<file path="src/rtl/rcv_byte_assembler.sv">
// ----------------------------------------------------------------------------
// rcv_byte_assembler
//
// Purpose:
//   Receive-side byte assembler for an NRZI, bit-stuffed serial line.
//   On each shift_strobe it NRZI-decodes the line bit and removes the zero that
//   the transmitter stuffs after six consecutive ones. It shifts accepted bits
//   in LSB first and presents each completed byte on rcv_data. A one-cycle
//   byte_received pulse marks each new byte. An end-of-packet that arrives
//   with a partial byte pending raises align_error.
//
// Configuration:
//   RCV_STUFF_CHECK_EN  When defined, a decoded 1 where a stuffed 0 was
//                       expected pulses stuff_error and locks the receiver in
//                       IDLE until rcv_enable falls and rises again. When
//                       undefined, stuff_error is tied low and the stuffed bit
//                       is dropped whatever its value.
//
// Ports:
//   clk            in   system clock, rising edge
//   n_rst          in   asynchronous active-low reset
//   shift_strobe   in   one-cycle bit-sample pulse
//   d_orig         in   synchronized raw NRZI line bit
//   eop            in   synchronized end-of-packet, one or more cycles high
//   rcv_enable     in   high while a packet is being received
//   rcv_data       out  [7:0] last complete byte, first received bit in bit 0
//   byte_received  out  one-cycle pulse when rcv_data updates
//   stuff_error    out  one-cycle pulse on a bit-stuffing violation
//   align_error    out  one-cycle pulse on eop with a partial byte pending
//   o_dbg_state    out  [1:0] FSM state (0 IDLE, 1 RECEIVE, 2 UNSTUFF)
//
// Handshake: there is no back-pressure. shift_strobe is a qualifier that is
// valid for one cycle. byte_received is a one-cycle valid pulse. rcv_data
// holds its value until the next pulse.
// ----------------------------------------------------------------------------
module rcv_byte_assembler (
    input  logic       clk,
    input  logic       n_rst,
    input  logic       shift_strobe,
    input  logic       d_orig,
    input  logic       eop,
    input  logic       rcv_enable,
    output logic [7:0] rcv_data,
    output logic       byte_received,
    output logic       stuff_error,
    output logic       align_error,
    output logic [1:0] o_dbg_state
);

    localparam logic [1:0] ST_IDLE    = 2'd0;
    localparam logic [1:0] ST_RECEIVE = 2'd1;
    localparam logic [1:0] ST_UNSTUFF = 2'd2;

    logic [1:0] r_state;
    logic [1:0] w_next_state;
    logic       r_prev_bit;
    logic [2:0] r_ones_cnt;
    logic [2:0] r_bit_cnt;
    logic [7:0] r_shift;
    logic [7:0] r_rcv_data;
    logic       r_byte_received;
    logic       r_align_error;

    logic       w_dec_bit;
    logic       w_accept;
    logic       w_discard;
    logic       w_byte_done;
    logic       w_align_err;
    logic       w_stuff_err;
    logic       w_lock;

    // An unchanged line level decodes as 1. A transition decodes as 0.
    assign w_dec_bit = (d_orig == r_prev_bit);

    // ---------------- state register ----------------
    always_ff @(posedge clk or negedge n_rst) begin
        if (!n_rst) begin
            r_state <= ST_IDLE;
        end else begin
            r_state <= w_next_state;
        end
    end

    // ---------------- next-state logic ----------------
    always_comb begin
        w_next_state = r_state;
        if (!rcv_enable || eop) begin
            w_next_state = ST_IDLE;
        end else begin
            case (r_state)
                ST_IDLE: begin
                    if (!w_lock) w_next_state = ST_RECEIVE;
                end
                ST_RECEIVE: begin
                    // The sixth consecutive 1 is kept. The bit after it is the stuffed one.
                    if (w_accept && w_dec_bit && (r_ones_cnt == 3'd5))
                        w_next_state = ST_UNSTUFF;
                end
                ST_UNSTUFF: begin
                    if (w_discard) w_next_state = w_stuff_err ? ST_IDLE : ST_RECEIVE;
                end
                default: w_next_state = ST_IDLE;
            endcase
        end
    end

    // ---------------- output / control logic ----------------
    // eop wins over a coincident strobe, so that strobe is neither shifted nor discarded.
    always_comb begin
        w_accept    = 1'b0;
        w_discard   = 1'b0;
        w_byte_done = 1'b0;
        w_align_err = 1'b0;
        w_stuff_err = 1'b0;
        if ((r_state != ST_IDLE) && rcv_enable) begin
            if (eop) begin
                w_align_err = (r_bit_cnt != 3'd0);
            end else if (shift_strobe) begin
                if (r_state == ST_RECEIVE) begin
                    w_accept    = 1'b1;
                    w_byte_done = (r_bit_cnt == 3'd7);
                end else if (r_state == ST_UNSTUFF) begin
                    w_discard = 1'b1;
`ifdef RCV_STUFF_CHECK_EN
                    w_stuff_err = w_dec_bit;
`endif
                end
            end
        end
    end

    // ---------------- datapath ----------------
    always_ff @(posedge clk or negedge n_rst) begin
        if (!n_rst) begin
            r_prev_bit      <= 1'b1;
            r_ones_cnt      <= 3'd0;
            r_bit_cnt       <= 3'd0;
            r_shift         <= 8'h00;
            r_rcv_data      <= 8'h00;
            r_byte_received <= 1'b0;
            r_align_error   <= 1'b0;
        end else begin
            // The NRZI reference tracks the line on every strobe, even when idle.
            if (shift_strobe) r_prev_bit <= d_orig;
            r_byte_received <= w_byte_done;
            r_align_error   <= w_align_err;
            if (w_next_state == ST_IDLE) begin
                r_ones_cnt <= 3'd0;
                r_bit_cnt  <= 3'd0;
                r_shift    <= 8'h00;
            end else if (w_accept) begin
                r_shift    <= {w_dec_bit, r_shift[7:1]};
                r_bit_cnt  <= r_bit_cnt + 3'd1;
                r_ones_cnt <= w_dec_bit ? (r_ones_cnt + 3'd1) : 3'd0;
                if (w_byte_done) r_rcv_data <= {w_dec_bit, r_shift[7:1]};
            end else if (w_discard) begin
                r_ones_cnt <= 3'd0;
            end
        end
    end

`ifdef RCV_STUFF_CHECK_EN
    logic r_stuff_error;
    logic r_lock;

    // After a violation the receiver stays in IDLE until rcv_enable is deasserted.
    always_ff @(posedge clk or negedge n_rst) begin
        if (!n_rst) begin
            r_stuff_error <= 1'b0;
            r_lock        <= 1'b0;
        end else begin
            r_stuff_error <= w_stuff_err;
            if (!rcv_enable)      r_lock <= 1'b0;
            else if (w_stuff_err) r_lock <= 1'b1;
        end
    end

    assign w_lock      = r_lock;
    assign stuff_error = r_stuff_error;
`else
    assign w_lock      = 1'b0;
    assign stuff_error = 1'b0;
`endif

    assign rcv_data      = r_rcv_data;
    assign byte_received = r_byte_received;
    assign align_error   = r_align_error;
    assign o_dbg_state   = r_state;

endmodule

</file>
<file path="config.mk">
export PLATFORM = sky130hd
export DESIGN_NAME = rcv_byte_assembler
export DESIGN_NICKNAME = d
export VERILOG_FILES = /design/src/rtl/rcv_byte_assembler.sv
export SDC_FILE = /design/constraint.sdc
export NUM_CORES = 1
export LEC_CHECK = 0
export ABC_CLOCK_PERIOD_IN_PS = 2110
export CAP_MARGIN = 10
export CORE_MARGIN = 2
export CORE_UTILIZATION = 54
export CTS_BUF_LIST = sky130_fd_sc_hd__clkbuf_8
export DETAILED_ROUTE_END_ITERATION = 10
export PLACE_DENSITY = 0.93
export SKIP_LAST_GASP = 1
export SLEW_MARGIN = 20
export SYNTH_ARGS = -nofsm -noshare
export SYNTH_HDL_FRONTEND = slang
export SYNTH_SLANG_ARGS = --single-unit
</file>
<file path="constraint.sdc">
create_clock -name clk -period 2.11 [get_ports clk]
set_clock_uncertainty 0.1 [all_clocks]
set_input_delay 0.3165 -clock clk [delete_from_list [all_inputs] [get_ports clk]]
set_output_delay 0.3165 -clock clk [all_outputs]
set_load 0.01 [all_outputs]
</file>
; Word-level counts from Yosys, hierarchy flattened
; Index checks and enable logic that the tools add are counted.
[classes]
reduce_logical = 12
n_bitwise = 1
muxes = 27
eq_ne = 5
addsub = 2
[ops]
columns = operator, n
row1 = two-way mux 3 bit, 6
row2 = two-way mux 8 bit, 2
row3 = two-way mux 1 bit, 15
row4 = "adder 3 x 1 -> 3 bit, second input constant", 2
row5 = "equality test 3 bit, second input constant", 2
row6 = two-way mux 2 bit, 3
row7 = case mux 2 bit (3 select lines), 1
row8 = nonzero test 3 bit, 2
row9 = zero test 2 bit, 2
row10 = nonzero test 2 bit, 2
row11 = logical AND 1 bit, 3
row12 = AND reduction 3 bit, 1
row13 = "equality test 2 x 1 -> 1 bit, second input constant", 1
row14 = "equality test 2 bit, second input constant", 1
row15 = equality test 1 bit, 1
row16 = zero test 1 bit, 1
row17 = logical OR 1 bit, 1
row18 = inverter 1 bit, 1
[word_totals]
inputBits = 6
elab_cells = 55
ff_bits = 27
out_inout_bits = 13

; Longest topological paths before layout
; Gate-level depths: netlist (run 1).
[depth]
ltp_word = 13
ltp_mapped = 5
ltp_nobuf = 4

; Least setup slack after synthesis (run 1)
; Ideal clock, no wire load.
[synth_timing]
kind = reg-to-reg
startpoint = reg r_state[1] (netlist: o_dbg_state[1])
endpoint = reg r_rcv_data[0] (netlist: rcv_data[0])
synth_period_minus_slack_ns = 1.529
slack_ns = 0.581
t_required_ns = 1.885
t_arrival_ns = 1.304
stages_incl_launch_ff = 5
setup_time_ns = 0.125
n_path_buf = 1
path_cell_list = dfrtp_1 > and3b_1 > and3_1 > buf_6 > mux2_4
[synth_via]
word_cells_on_any_way = 27
cone_classes = eq/ne (2) / mux (17) / bitwise (1) / reduce/logical (7)
[synth_lines]
columns = item, line_no
row1 = start: declaration, 54  ; logic [1:0] r_state;
row2 = start signal: assignment, 80  ; r_state <= w_next_state;
row3 = equality test 2 x 1 -> 1 bit, 119  ; if (r_state == ST_RECEIVE) begin
row4 = two-way mux 1 bit, 119
row5 = two-way mux 1 bit, 118  ; end else if (shift_strobe) begin
row6 = two-way mux 1 bit, 116  ; if (eop) begin
row7 = two-way mux 1 bit (*), 115  ; if ((r_state != ST_IDLE) && rcv_enable) begin
row8 = via w_byte_done, 67  ; logic w_byte_done;
row9 = AND reduction 3 bit (no source line) (*), --
row10 = end signal: assignment, 155  ; if (w_byte_done) r_rcv_data <= {w_dec_bit, r_shift[7:1]};
row11 = end: declaration, 60  ; logic [7:0] r_rcv_data;
; The timed path passes the listed nets; every way through them passes the cells marked *.
; A chain may end at the register's enable or synchronous reset.

; Worst setup path in the final report (run 1)
[layout_timing]
startpoint = reg r_state[1] (netlist: o_dbg_state[1])
endpoint = out o_dbg_state[1]
[layout_lines]
columns = item, line_no
row1 = end: declaration, 47  ; output logic [1:0] o_dbg_state
; No word-level cell between the ends.

==> flow_summary.rst, run 1 <==
.. list-table::
   :header-rows: 1

   * - Metric
     - Value
   * - Total Power
     - 882 µW
   * - Top-level I/O count
     - 19
   * - Area of the die
     - between 2000 and 3000 µm²
   * - Most common cell after layout, fill and taps aside
     - sky130_fd_sc_hd__dfrtp_1
   * - Cts bufs inserted
     - 3
   * - Post-detailed-route DRC marker count
     - 0
   * - Min Clock Period, post-route
     - 1.74 ns
   * - Smallest setup slack after layout
     - 0.374 ns
   * - Cell area power density
     - between 600 and 700 nW/µm²
   * - Standard cell with the maximum stage delay on the critical path
     - sky130_fd_sc_hd__clkdlybuf4s50_1
   * - Series of cell instances along the critical path
     - clkdlybuf4s50_1
   * - Die width
     - 50.6 µm
   * - H-tree Lvls
     - 1
   * - Worst IR Drop VDD
     - about 0.00056 V
   * - Global-route wire length before repair
     - between 3 and 4 mm
   * - Dpl hpwl
     - between 1.5 and 2 mm
   * - Setup repair after global routing missed its margin
     - false
   * - Pins over their slew limit
     - 0
   * - CTS tree
     - done
   * - Category of the most critical setup path
     - flip-flop to primary output
   * - Number of detailed-routing iterations run before antenna repair
     - 4
   * - Grt ovf
     - 0
   * - Placeable core area
     - approximately 2000 µm²
   * - CTS resizes
     - 0
   * - Worst r2r src
     - r_bit_cnt[0]
   * - Setup-violating endpoint count in the final report
     - 0
   * - Max-cap violations
     - 0
   * - Ratio of cells with drive above 1 in the final layout
     - 16.8%
   * - Post-synthesis to final-layout area growth
     - 23.9%
   * - Cell at the root of the clock tree
     - sky130_fd_sc_hd__clkbuf_8
   * - IO Port Bufs
     - 17
   * - Initial core utilization
     - a little under 60%
   * - 1st-iter DRT viols
     - 20
   * - Cell family with most CP delay
     - buffers and inverters
   * - Via count
     - ~830
   * - Number of hold-repair buffers added at the cts stage
     - 0
   * - Via count normalized by instance count
     - around 5.5
   * - Outcome
     - finished, final reports clean
   * - Number of warnings reported in the yosys synthesis log
     - 0
   * - Yosys reg bits
     - 26
   * - Number of distinct standard cells referenced by the synthesized netlist
     - 28
   * - Highest-count cells in the layout ignoring fill and taps
     - 25 x sky130_fd_sc_hd__dfrtp_1, 20 x sky130_fd_sc_hd__nand2_1, 17 x sky130_fd_sc_hd__clkdlybuf4s50_1
   * - Final cycle utilization of the critical path
     - just over 80%
   * - Setup TNS Final
     - 0 ns
   * - Area of the mapped netlist
     - ~1200 µm²
   * - Number of cells produced by synthesis
     - roughly 100
   * - Total leakage power
     - roughly 0.00065 µW
   * - Worst min-delay path class
     - input pin to asynchronous set/reset pin
   * - Mean area per synthesized cell
     - 11.6 µm²
   * - Clock-pin slew on the worst setup and hold paths
     - approximately 0.090 ns
   * - Top fanout value on the critical path
     - 8
   * - TritonCTS sink count
     - 26
   * - Pin count of the biggest net entering global routing
     - 15
   * - Setup slack of the worst register-to-register path
     - 0.48 ns
   * - Largest buffer count on any clock path
     - 2
   * - Via count of the first global-routing pass
     - between 800 and 900
   * - Number of standard-cell rows in the floorplan
     - 16
   * - Worst Reg2Reg Path Length in Cells
     - 5
   * - Net Count, Synth
     - about 110
   * - Critical path required time
     - 1.69 ns
   * - Biggest cell delay along the critical path
     - 0.58 ns
   * - CP endpoint kind
     - primary output
   * - Buffers plus inverters on the worst setup path
     - 1
   * - Remaining antenna violation count
     - 0
   * - Global-route usage over all layers
     - about a fifth
   * - Setup fix buffers added after clock tree synthesis
     - 0
   * - Initial antenna violation count
     - 0
   * - Routed WL per cell
     - ~14 µm
   * - Post-synthesis sequential area ratio
     - 55.5%
   * - Nets@finish
     - between 100 and 150
   * - Launching element type of the critical path
     - flip-flop
   * - Destination of the worst register-to-register timing path
     - rcv_data[1]
   * - Post-placement setup slack
     - a little under 0.2 ns
   * - Routability cong.
     - around 0.84
   * - Inserted Diodes
     - 0
   * - Maximum achievable frequency
     - between 0.5 and 0.6 GHz
   * - Worst-Skew Late Latency
     - roughly 0.27 ns
   * - Die height
     - 50.6 µm
   * - Arrival time of data at the critical path endpoint
     - about 1.3 ns
   * - Hold Vio Cnt, Final
     - 0
   * - Final routed wirelength across all metal layers
     - 2.17 mm
   * - Fin util
     - between 70% and 80%
-- sequential cells by signal, indices dropped and copies added (netlist names) --
name / flops
rcv_data: 8
r_prev_bit: 1
byte_received: 1
r_bit_cnt: 3
o_dbg_state: 2
align_error: 1
r_shift: 7
r_ones_cnt: 3
-- cell families after synthesis --
group	share of synthesized area, %
AOI/OAI and AO/OA	9.06
buffers and inverters	3.30
DFF	55.5
and+or+nand+nor	12.9
xor gates and xnor gates	1.49
other	0.320
adders and majority gates	6.18
muxes	11.2
-- how the worst max path moves through the flow --
stage                              start              to  depth (start not counted)
final                     o_dbg_state[1]  o_dbg_state[1]                          1
after global routing      o_dbg_state[1]  o_dbg_state[1]                          1
after CTS                 o_dbg_state[1]  o_dbg_state[1]                          1
after detailed placement    shift_strobe     rcv_data[1]                          5
after global placement        rcv_enable     rcv_data[2]                          5
after floorplan           o_dbg_state[1]     rcv_data[0]                          4
-- Yosys cell counts --
| library cell | instances | area (µm²) |
|---|---|---|
| sky130_fd_sc_hd__a21oi_1 | 12 | 60.1 |
| sky130_fd_sc_hd__buf_2 | 1 | 5.00 |
| sky130_fd_sc_hd__nand4_1 | 2 | 12.5 |
| sky130_fd_sc_hd__ha_1 | 5 | 62.6 |
| sky130_fd_sc_hd__mux2_2 | 1 | 11.3 |
| sky130_fd_sc_hd__o21ai_0 | 1 | 5.00 |
| sky130_fd_sc_hd__nand2_1 | 20 | 75.1 |
| sky130_fd_sc_hd__nand2b_1 | 2 | 12.5 |
| sky130_fd_sc_hd__o2bb2ai_1 | 2 | 17.5 |
| sky130_fd_sc_hd__or3b_2 | 1 | 8.76 |
| sky130_fd_sc_hd__maj3_1 | 1 | 10.0 |
| sky130_fd_sc_hd__dfstp_2 | 1 | 26.3 |
| sky130_fd_sc_hd__o211ai_1 | 1 | 7.51 |
| sky130_fd_sc_hd__mux2_4 | 8 | 120 |
| sky130_fd_sc_hd__nor2_1 | 1 | 3.75 |
| sky130_fd_sc_hd__buf_6 | 1 | 11.3 |
| sky130_fd_sc_hd__and3_1 | 1 | 6.26 |
| sky130_fd_sc_hd__o22ai_1 | 1 | 6.26 |
| sky130_fd_sc_hd__nand3_1 | 2 | 10.0 |
| sky130_fd_sc_hd__dfrtp_1 | 25 | 626 |
| sky130_fd_sc_hd__buf_4 | 1 | 7.51 |
| sky130_fd_sc_hd__nand3b_1 | 1 | 7.51 |
| sky130_fd_sc_hd__inv_1 | 4 | 15.0 |
| sky130_fd_sc_hd__conb_1 | 1 | 3.75 |
| sky130_fd_sc_hd__nor2b_1 | 1 | 6.26 |
| sky130_fd_sc_hd__and3b_1 | 1 | 8.76 |
| sky130_fd_sc_hd__xnor2_1 | 2 | 17.5 |
| sky130_fd_sc_hd__a41o_1 | 1 | 10.0 |
-- through the flow --
stage / hold WS [ns] / cells / instance area [µm²]
floorplan: -0.0791 / 101 / 1170
global placement: 0.393 / 148 / 1400
global route: 0.236 / 152 / 1450
CTS: 0.233 / 152 / 1450
detailed placement: 0.399 / 148 / 1400
finish: 0.222 / 152 / 1450
-- cell type report --
| cell class | instances | area, µm² |
|---|---|---|
| sequential | 26 | 652 |
| fill | 145 | 548 |
| multi-input combinational | 68 | 483 |
| timing repair buffer | 23 | 215 |
| clock buffer | 4 | 55.1 |
| tap | 27 | 33.8 |
| inverter | 4 | 15.0 |
-- power by group --
| part | switching (µW) | internal [µW] |
|---|---|---|
| clock | 152 | 167 |
| combinational | 32.1 | 23.9 |
| sequential | 4.04 | 503 |
-- routing by layer --
| metal | vias to the layer above | part of all wire, % | global-route usage, % |
|---|---|---|---|
| met1 | 407 | 45 | 27.9 |
| met4 | 0 | 1.3 | 8.11 |
| li1 | 393 | - | - |
| met5 | - | 0 | 0 |
| met2 | 30 | 49 | 34.0 |
| met3 | 4 | 4.6 | 2.68 |
Note: power is estimated with default switching activity, not from simulation.
==> run 2: changes to the inputs <==
- ABC_CLOCK_PERIOD_IN_PS: 2110 -> 1400
- CORE_UTILIZATION: 54 -> 49
- PLACE_DENSITY: 0.93 -> 0.89
- clock period: 2.11 -> 1.4 ns (I/O delays scaled with it)
==> flow_summary.rst, run 2 (synthesized netlist as in run 1, its figures left out) <==
.. list-table::
   :header-rows: 1

   * - Metric
     - Value
   * - Post-placement setup slack
     - -0.351 ns (was 0.198 ns)
   * - Setup repair after global routing missed its margin
     - true (was false)
   * - Total leakage power
     - 0.000746 µW (was 0.000654 µW)
   * - Outcome
     - finished, violations left (was finished, final reports clean)
   * - Largest buffer count on any clock path
     - 2 (unchanged)
   * - Violated checks
     - setup timing
   * - Smallest setup slack after layout
     - -0.0618 ns (was 0.374 ns)
   * - Setup-violating endpoint count in the final report
     - 8 (was 0)
   * - Part of the total power dissipated in sequential elements
     - 56.5% (was 57.5%)
   * - Number of standard-cell rows in the floorplan
     - 17 (was 16)
   * - TritonCTS sink count
     - 26 (unchanged)
   * - Via count
     - 843 (was 834)
   * - Internal Power
     - 1060 µW (was 694 µW)
   * - Cts bufs inserted
     - 3 (unchanged)
   * - 1st-iter DRT viols
     - 11 (was 20)
   * - CP endpoint kind
     - flip-flop (was primary output)
   * - Ratio of cells with drive above 1 in the final layout
     - 30.8% (was 16.8%)
   * - Cell at the root of the clock tree
     - sky130_fd_sc_hd__clkbuf_8 (unchanged)
   * - Max-cap violations
     - 0 (unchanged)
   * - Most common cell after layout, fill and taps aside
     - sky130_fd_sc_hd__dfrtp_1 (unchanged)
   * - Post-synthesis to final-layout area growth
     - 33.9% (was 23.9%)
   * - IO Port Bufs
     - 17 (unchanged)
   * - Remaining antenna violation count
     - 0 (unchanged)
   * - Maximum achievable frequency
     - 0.684 GHz
   * - Fin util
     - 70.4% (was 72.6%)
   * - Via count normalized by instance count
     - 5.24 (was 5.49)
   * - Standard cell with the maximum stage delay on the critical path
     - sky130_fd_sc_hd__dfrtp_1 (was sky130_fd_sc_hd__clkdlybuf4s50_1)
   * - Clk network pwr share
     - 35.1% (was 36.1%)
   * - CTS tree
     - done (unchanged)
   * - Number of flip-flops under the largest register name
     - 8 (unchanged)
   * - Initial antenna violation count
     - 0 (unchanged)
   * - Worst Reg2Reg Path Length in Cells
     - 4 (was 5)
   * - Final routed wirelength across all metal layers
     - 2.32 mm (was 2.17 mm)
   * - Placed cells
     - 156 (was 148)
   * - Number of detailed-routing iterations run before antenna repair
     - 4 (unchanged)
   * - Pins over their slew limit
     - 0 (unchanged)
   * - Share of total power in combinational logic
     - 8.4% (was 6.4%)
   * - Min Clock Period, post-route
     - between 1 and 1.5 ns
   * - Arrival time of data at the critical path endpoint
     - 1.51 ns (was 1.32 ns)
   * - Initial core utilization
     - 52.5% (was 58.6%)
   * - Grt ovf
     - 0 (unchanged)
   * - Nets@finish
     - 145 (was 137)
   * - Clock-pin slew on the worst setup and hold paths
     - 0.09 ns (about the same)
   * - Via count of the first global-routing pass
     - 913 (was 840)
   * - Dpl hpwl
     - 1.65 mm (was 1.55 mm)
   * - Launching element type of the critical path
     - flip-flop (unchanged)
   * - Highest-count cells in the layout ignoring fill and taps
     - 24 x sky130_fd_sc_hd__dfrtp_1, 19 x sky130_fd_sc_hd__nand2_1, 12 x sky130_fd_sc_hd__a21oi_1 (was 25 x sky130_fd_sc_hd__dfrtp_1, 20 x sky130_fd_sc_hd__nand2_1, 17 x sky130_fd_sc_hd__clkdlybuf4s50_1)
   * - Cell area power density
     - 858 nW/µm² (was 606 nW/µm²)
   * - Die height
     - 52.9 µm (was 50.6 µm)
   * - Die width
     - 52.9 µm (was 50.6 µm)
   * - NetSw
     - 287 µW (was 188 µW)
   * - Hold Vio Cnt, Final
     - 0 (unchanged)
   * - Critical path required time
     - 1.45 ns (was 1.69 ns)
   * - Final cycle utilization of the critical path
     - 104%
   * - Switching power share of the total
     - 21.3% (about the same)
   * - Worst min-delay path class
     - input pin to asynchronous set/reset pin (unchanged)
   * - Routed WL per cell
     - 14.4 µm (was 14.3 µm)
   * - Top fanout value on the critical path
     - 5 (was 8)
   * - Total Power
     - 1350 µW (was 882 µW)
   * - Final instance count without filler cells
     - 161 (was 152)
   * - Worst-Skew Late Latency
     - 0.26 ns (was 0.27 ns)
   * - Routability cong.
     - 0.819 (was 0.841)
   * - Number of hold-repair buffers added at the cts stage
     - 0 (unchanged)
   * - H-tree Lvls
     - 1 (unchanged)
   * - Worst r2r src
     - r_bit_cnt[1] (was r_bit_cnt[0])
   * - Setup TNS Final
     - -0.341 ns (was 0 ns)
   * - Area of the die
     - 2800 µm² (was 2560 µm²)
   * - Inserted Diodes
     - 0 (unchanged)
   * - Placeable core area
     - 2230 µm² (was 2000 µm²)
   * - Global-route usage over all layers
     - 19.2% (was 20.7%)
   * - Pin count of the biggest net entering global routing
     - 27 (was 15)
   * - Top-level I/O count
     - 19 (unchanged)
   * - Biggest cell delay along the critical path
     - 0.36 ns (was 0.58 ns)
   * - Destination of the worst register-to-register timing path
     - rcv_data[6] (was rcv_data[1])
   * - Post-detailed-route DRC marker count
     - 0 (unchanged)
   * - Global-route wire length before repair
     - 3.97 mm (was 3.91 mm)
   * - Setup slack of the worst register-to-register path
     - -0.06 ns (was 0.48 ns)
   * - Worst IR Drop VDD
     - 0.000507 V (was 0.000563 V)
   * - Series of cell instances along the critical path
     - ha_2, ha_4, and3_4, mux2_4 (was clkdlybuf4s50_1)
   * - Category of the most critical setup path
     - flip-flop to flip-flop (was flip-flop to primary output)
run 2: cell types whose count changed in the layout (fill, tap and decap cells not counted), sizes merged:
cell	change
buf	+7
and3	+1
clkdlybuf4s50	-12
clkdlybuf4s15	+2
dlygate4sd2	+10
run 2: area by class of cell:
type                            instances  area [µm²]
Multi-Input combinational cell         69         542
Sequential cell                        26         653
Fill cell                             173         662
Clock buffer                            4        55.1
Timing Repair Buffer                   30         272
Tap cell                               28        35.0
Inverter                                4        15.0
run 2: metrics by stage:
step | area [µm²] | hold WS [ns]
after floorplan | 1180 | -0.186
after global placement | 1480 | 0.396
after detailed placement | 1480 | 0.393
after CTS | 1540 | 0.210
after global routing | 1570 | 0.213
final | 1570 | 0.198
run 2: worst max-delay path by stage:
stage | from | end | slack [ns] | cells past startpoint
2_1_floorplan | o_dbg_state[1] | rcv_data[0] | -0.11 | 4
3_3_place_gp | rcv_enable | rcv_data[3] | -0.32 | 5
3_5_place_dp | shift_strobe | rcv_data[4] | -0.35 | 5
4_1_cts | r_bit_cnt[1] | rcv_data[6] | -0.06 | 4
5_1_grt | r_bit_cnt[1] | rcv_data[4] | -0.10 | 4
6_report | r_bit_cnt[1] | rcv_data[6] | -0.06 | 4
run 2: repair_timing:
item / in CTS / in global routing
pin swaps: 0 / 2
cloned: 1 / 0
setup endpoints to repair: 20 / 22
buffers inserted: 1 / 0
resized for setup: 18 / 9
run 2: worst max-delay path, delay by kind of cell (launching register included):
family / cells / cell delay [ns]
adder cells (fa/ha/maj): 2 / 0.33
flip-flops: 1 / 0.36
multiplexers: 1 / 0.31
AND/OR/NAND/NOR: 1 / 0.24
run 2: routing by layer:
metal | routed length (µm) | track usage, %
met3 | 113 | 3.11
met4 | 12 | 6.84
met5 | 0 | 0
met2 | 1190 | 33.3
met1 | 1000 | 24.1
run 2: power groups by stage:
stage / clock (µW) / combinational, µW / sequential [µW]
after detailed placement: 0 / 107 / 777
after global routing: 508 / 125 / 763
final: 474 / 113 / 762
after floorplan: 0 / 33.5 / 778
after CTS: 486 / 109 / 762
after global placement: 0 / 103 / 776
==> variant 1, RTL diff (config.mk and constraints of run 2) <==
The output `byte_received` loses its register stage (`r_byte_received` becomes a continuous assignment).
--- a/src/rtl/rcv_byte_assembler.sv
+++ b/src/rtl/rcv_byte_assembler.sv
@@ -137,12 +137,10 @@
             r_bit_cnt       <= 3'd0;
             r_shift         <= 8'h00;
             r_rcv_data      <= 8'h00;
-            r_byte_received <= 1'b0;
             r_align_error   <= 1'b0;
         end else begin
             // The NRZI reference tracks the line on every strobe, even when idle.
             if (shift_strobe) r_prev_bit <= d_orig;
-            r_byte_received <= w_byte_done;
             r_align_error   <= w_align_err;
             if (w_next_state == ST_IDLE) begin
                 r_ones_cnt <= 3'd0;
@@ -158,6 +156,8 @@
             end
         end
     end
+
+    assign r_byte_received = w_byte_done;
 
 `ifdef RCV_STUFF_CHECK_EN
     logic r_stuff_error;
Check against the original RTL: not equivalent (a bounded check fails within 10 cycles, from zero or initial values and one cycle with n_rst low).
==> variant 1 against run 2 <==
The flow still finishes with violations (negative setup slack); die area shrank 2.0%; non-clock buffer count grew 2; fmax down 8.8%; area after synthesis shrank 2.1%; hold slack worse by 0.0073 ns; sequential share of layout area shrank 0.78 points; utilization shrank 0.74 points; cell count stayed put; sequential cell count decreased by 1; power decreased by 7.4%; final area is 2.0% lower; routed wire length down 1.3%; setup slack lost 0.14 ns; synthesized cell count down 0.99%; largest power group unchanged.
==> variant 1: results (changes against run 2) <==
metric,value,unit,change
status,"finished, violations left",,
failing checks,negative setup slack,,
gpl congestion,0.833,,+1.7%
worst-skew pair later-pin latency,0.26,ns,about the same
post-DP HPWL,1750,µm,+6.5%
Yosys cell types,28,,unchanged
Pre-antenna DRT Iters,7,,+3
pin count of the biggest net entering global routing,26,,-3.7%
max reg flops,8,,unchanged
worst vdd ir,0.560,mV,+10%
layout cells sized above 1,0.301,,-0.00752
syn_nets,111,,-0.89%
pre-CTS setup slack,-0.519,ns,-0.168 ns
first-pass GRT wire length,3660,µm,-8.0%
initial DRC count,18,,+7
DR WL met2,1180,µm,-1.3%
vias in the first global route,866,,-5.1%
DR WL met3,99,µm,-12%
Final setup viols,9,,+1
Routed wire per std cell,14.2,µm,-1.3%
post-placement cell count,157,,+0.64%
n_diodes,0,,unchanged
GRT Util Overall,0.181,,-0.0112
postcts setup bufs,0,,-1
drt via density,5.37,,+2.5%
logic gate share of total power,0.088,,+0.004
clk slew on worst S/H paths,0.09,ns,about the same
Worst Path Max Fanout,2,,-3
Final TNS setup,-1.51,ns,-1.17 ns
most instantiated cells after synthesis,"24 x dfrtp_1, 20 x nand2_1, 12 x a21oi_1",,
Post-Syn Area per Cell,11.5,µm²,-1.2%
initial antenna violation count,0,,unchanged
Psw,271,µW,-5.6%
routed vias,864,,+2.5%
Final WS setup,-0.204,ns,-0.142 ns
fill count,161,,-6.9%
sequential share of the synthesized area,0.546,,-0.00969
Worst EP arrival,1.29,ns,-0.22 ns
total leakage power,0.732,nW,-1.8%
ranking of synthesized cells by area,"dfrtp_1 52%, mux2_4 10%, nand2_1 6.5%",,
"most common cell after layout, fill and taps aside",dfrtp_1,,
CTS Buf Count,3,,unchanged
M1 WL,978,µm,-2.2%
[variant 1: changes by cell type after synthesis]
cell and delta:
dfrtp_1 -1
[variant 1: metal layers]
| layer | vias up | GRT usage |
|---|---|---|
| li1 | 407 | - |
| met1 | 419 | 0.221 |
| met2 | 34 | 0.319 |
| met3 | 4 | 0.0286 |
| met4 | 0 | 0.0684 |
| met5 | - | 0 |
[variant 1: final timing paths]
path | slack, ns | from | endpoint | cells after the start
min in group clk | 0.42 | rcv_data[4] | rcv_data[4] | 1
max in group asynchronous | 0.77 | n_rst | r_prev_bit | 2
worst min register to register | 0.42 | rcv_data[4] | rcv_data[4] | 1
worst min-delay path | 0.19 | n_rst | rcv_data[1] | 2
worst max-delay path | -0.20 | r_bit_cnt[1] | byte_received | 4
worst max register to register | -0.17 | r_bit_cnt[1] | rcv_data[0] | 5
[variant 1: layout make-up]
| class | instances | area (µm²) | share of cell area |
|---|---|---|---|
| timing repair buffer | 32 | 293 | 0.190 |
| multi-input combinational | 68 | 524 | 0.340 |
| clock inverter | 1 | 3.75 | 0.00244 |
| inverter | 4 | 15.0 | 0.00975 |
| clock buffer | 3 | 41.3 | 0.0268 |
| sequential | 25 | 628 | 0.408 |
| tap | 28 | 35.0 | 0.0227 |
[variant 1: metrics by stage]
stage                     cell area, µm²  hold WS (ns)
final                               1540         0.191
after global routing                1540         0.203
after CTS                           1510         0.203
after detailed placement            1470         0.398
after global placement              1470         0.390
after floorplan                     1160        -0.186
[variant 1: timing repair]
| action | in CTS | in global routing |
|---|---|---|
| endpoints found under the setup margin | 22 | 21 |
| pin swaps | 2 | 2 |
| gates resized for setup | 19 | 8 |
[variant 1: logic make-up after synthesis]
logic type | share of synthesized area
multiplexers | 0.114
adder cells (fa/ha/maj) | 0.0632
flip-flops | 0.546
AND/OR/NAND/NOR | 0.132
other | 0.00326
buffers and inverters | 0.0338
AO/OA/AOI/OAI | 0.0926
XOR/XNOR | 0.0153
[variant 1: critical path, cell delays in order, from the launching register on]
cell	delay, ns
dfrtp_1	0.40
ha_2	0.20
ha_4	0.15
and3_4	0.16
buf_6	0.12
[variant 1: power by group through the flow]
stage,combinational [mW],sequential [mW],clock (mW)
after floorplan,0.0337,0.749,0
after global placement,0.104,0.747,0
after detailed placement,0.107,0.747,0
after CTS,0.107,0.733,0.412
after global routing,0.120,0.734,0.436
final,0.110,0.733,0.406
==> variant 2, RTL diff (flow settings as in run 2) <==
Without the edit above. Build with the macro `RCV_STUFF_CHECK_EN` defined.
--- a/src/rtl/rcv_byte_assembler.sv
+++ b/src/rtl/rcv_byte_assembler.sv
@@ -33,6 +33,8 @@
 // valid for one cycle. byte_received is a one-cycle valid pulse. rcv_data
 // holds its value until the next pulse.
 // ----------------------------------------------------------------------------
+`define RCV_STUFF_CHECK_EN
+
 module rcv_byte_assembler (
     input  logic       clk,
     input  logic       n_rst,
Formal check against the unedited RTL: not equivalent (a bounded check fails within 10 cycles, from zero or initial values and one cycle with n_rst low).
==> variant 2 against run 2 <==
The run still ends with negative setup slack left; sequential cell count rose by 2; utilization up 6.4 points; setup slack lost 0.20 ns; power up 22%; final area up 23%; critical path depth up 3; sequential power is 8.0% higher; non-clock buffer count is 20 higher; area after synthesis is 13% higher; routed wire length is 39% higher; largest cell class unchanged; highest routed layer unchanged.
==> variant 2: results (changes against run 2) <==
metric,value,unit,change
drt via density,5.37,,+2.5%
Pre-antenna DRT Iters,4,,unchanged
Worst Path Max Fanout,13,,+8
DR WL met3,131,µm,+16%
clk slew on worst S/H paths,0.10,ns,
n_diodes,0,,unchanged
number of I/O port buffers,18,,+1
deepest clock path buffer count,2,,unchanged
initial DRC count,16,,+5
Post-Layout Cell Count,197,,+22%
Clk pwr share,0.391,,+0.040
vias in the first global route,1122,,+23%
Final WS setup,-0.263,ns,-0.201 ns
CTS H-tree lvls,1,,unchanged
ranking of synthesized cells by area,"dfrtp_1 51%, mux2_4 9.1%, nand2_1 6.2%",,
gpl congestion,0.839,,+2.5%
Post-Syn Area per Cell,11.5,µm²,-0.94%
switching portion of total power,0.216,,+0.00301
pin count of the biggest net entering global routing,29,,+7.4%
worst-skew pair later-pin latency,0.28,ns,+0.02 ns
status,"finished, violations left",,
post-CTS resize count,20,,+2
max reg flops,8,,unchanged
worst reg2reg startpoint,r_ones_cnt[1],,
worst r2r dst,r_bit_cnt[2],,
Yosys cell types,31,,+11%
total leakage power,0.995,nW,+33%
met1 GRT Util,0.228,,-0.0124
post-placement cell count,182,,+17%
fin nets,179,,+23%
sequential share of the synthesized area,0.530,,-0.0252
R2R Setup Slk,-0.26,ns,-0.20 ns
GR met2 Demand/Resource,0.388,,+0.0549
DR WL met2,1780,µm,+49%
met3 usage,0.0628,,+0.0317
P_int,1.29,mW,+22%
first-pass GRT wire length,5110,µm,+28%
failing checks,negative setup slack,,
most instantiated cells after synthesis,"27 x dfrtp_1, 22 x nand2_1, 8 x mux2_4, 8 x o21ai_1",,
layout cells sized above 1,0.395,,+0.0869
max_slew headroom,0.776,,
syn_nets,126,,+13%
post-DP HPWL,1960,µm,+19%
worst vdd ir,0.841,mV,+66%
Final setup viols,22,,+14
Routed wire per std cell,16.3,µm,+13%
GRT Util Overall,0.213,,+0.0204
asr flop ratio synth,1.00,,unchanged
postcts setup bufs,7,,+6
CTS Buf Count,3,,unchanged
M1 WL,1250,µm,+25%
Hold Crit Class,in2async,,
Sequential Power,823,µW,+8.0%
Worst R2R Path Depth,7,,+3
## variant 2: area by class of cell
class,instances,area (µm²)
Clock inverter,1,30.0
Fill cell,187,587
Clock buffer,3,41.3
Timing Repair Buffer,50,445
Inverter,5,18.8
Multi-Input combinational cell,80,658
Sequential cell,28,704
Tap cell,30,37.5
## variant 2: logic make-up (layout without fill, tap and decap cells)
family                   Yosys count  count (layout)  synth area share
buffers and inverters              8              59            0.0302
adder cells (fa/ha/maj)            5               5            0.0473
multiplexers                      10              10             0.107
XOR/XNOR                           1               1            0.0123
AO/OA/AOI/OAI                     22              22             0.109
AND/OR/NAND/NOR                   41              42             0.164
flip-flops                        28              28             0.530
## variant 2: worst max-delay path by stage
| stage | start | to | slack (ns) |
|---|---|---|---|
| 2_1_floorplan | o_dbg_state[1] | rcv_data[0] | -0.10 |
| 5_1_grt | r_ones_cnt[1] | r_bit_cnt[1] | -0.30 |
| 6_report | r_ones_cnt[1] | r_bit_cnt[2] | -0.26 |
| 4_1_cts | r_ones_cnt[1] | r_bit_cnt[2] | -0.27 |
| 3_5_place_dp | shift_strobe | r_shift[1] | -0.64 |
| 3_3_place_gp | shift_strobe | r_shift[1] | -0.53 |
## variant 2: through the flow
stage	hold slack [ns]	cell area, µm²	worst slack [ns]	setup TNS (ns)
finish	0.179	1940	-0.263	-3.78
global route	0.198	1940	-0.297	-4.76
CTS	0.186	1880	-0.266	-3.86
detailed placement	0.406	1710	-0.641	-11.68
global placement	0.385	1710	-0.527	-9.54
floorplan	-0.186	1350	-0.101	-1.49
## variant 2: worst max-delay path, cell delays in order (launching register included)
cell	delay (ns)
dfrtp_1	0.36
inv_1	0.05
ha_2	0.18
and3_4	0.16
a211oi_4	0.25
a22oi_2	0.14
buf_12	0.16
o31ai_2	0.17
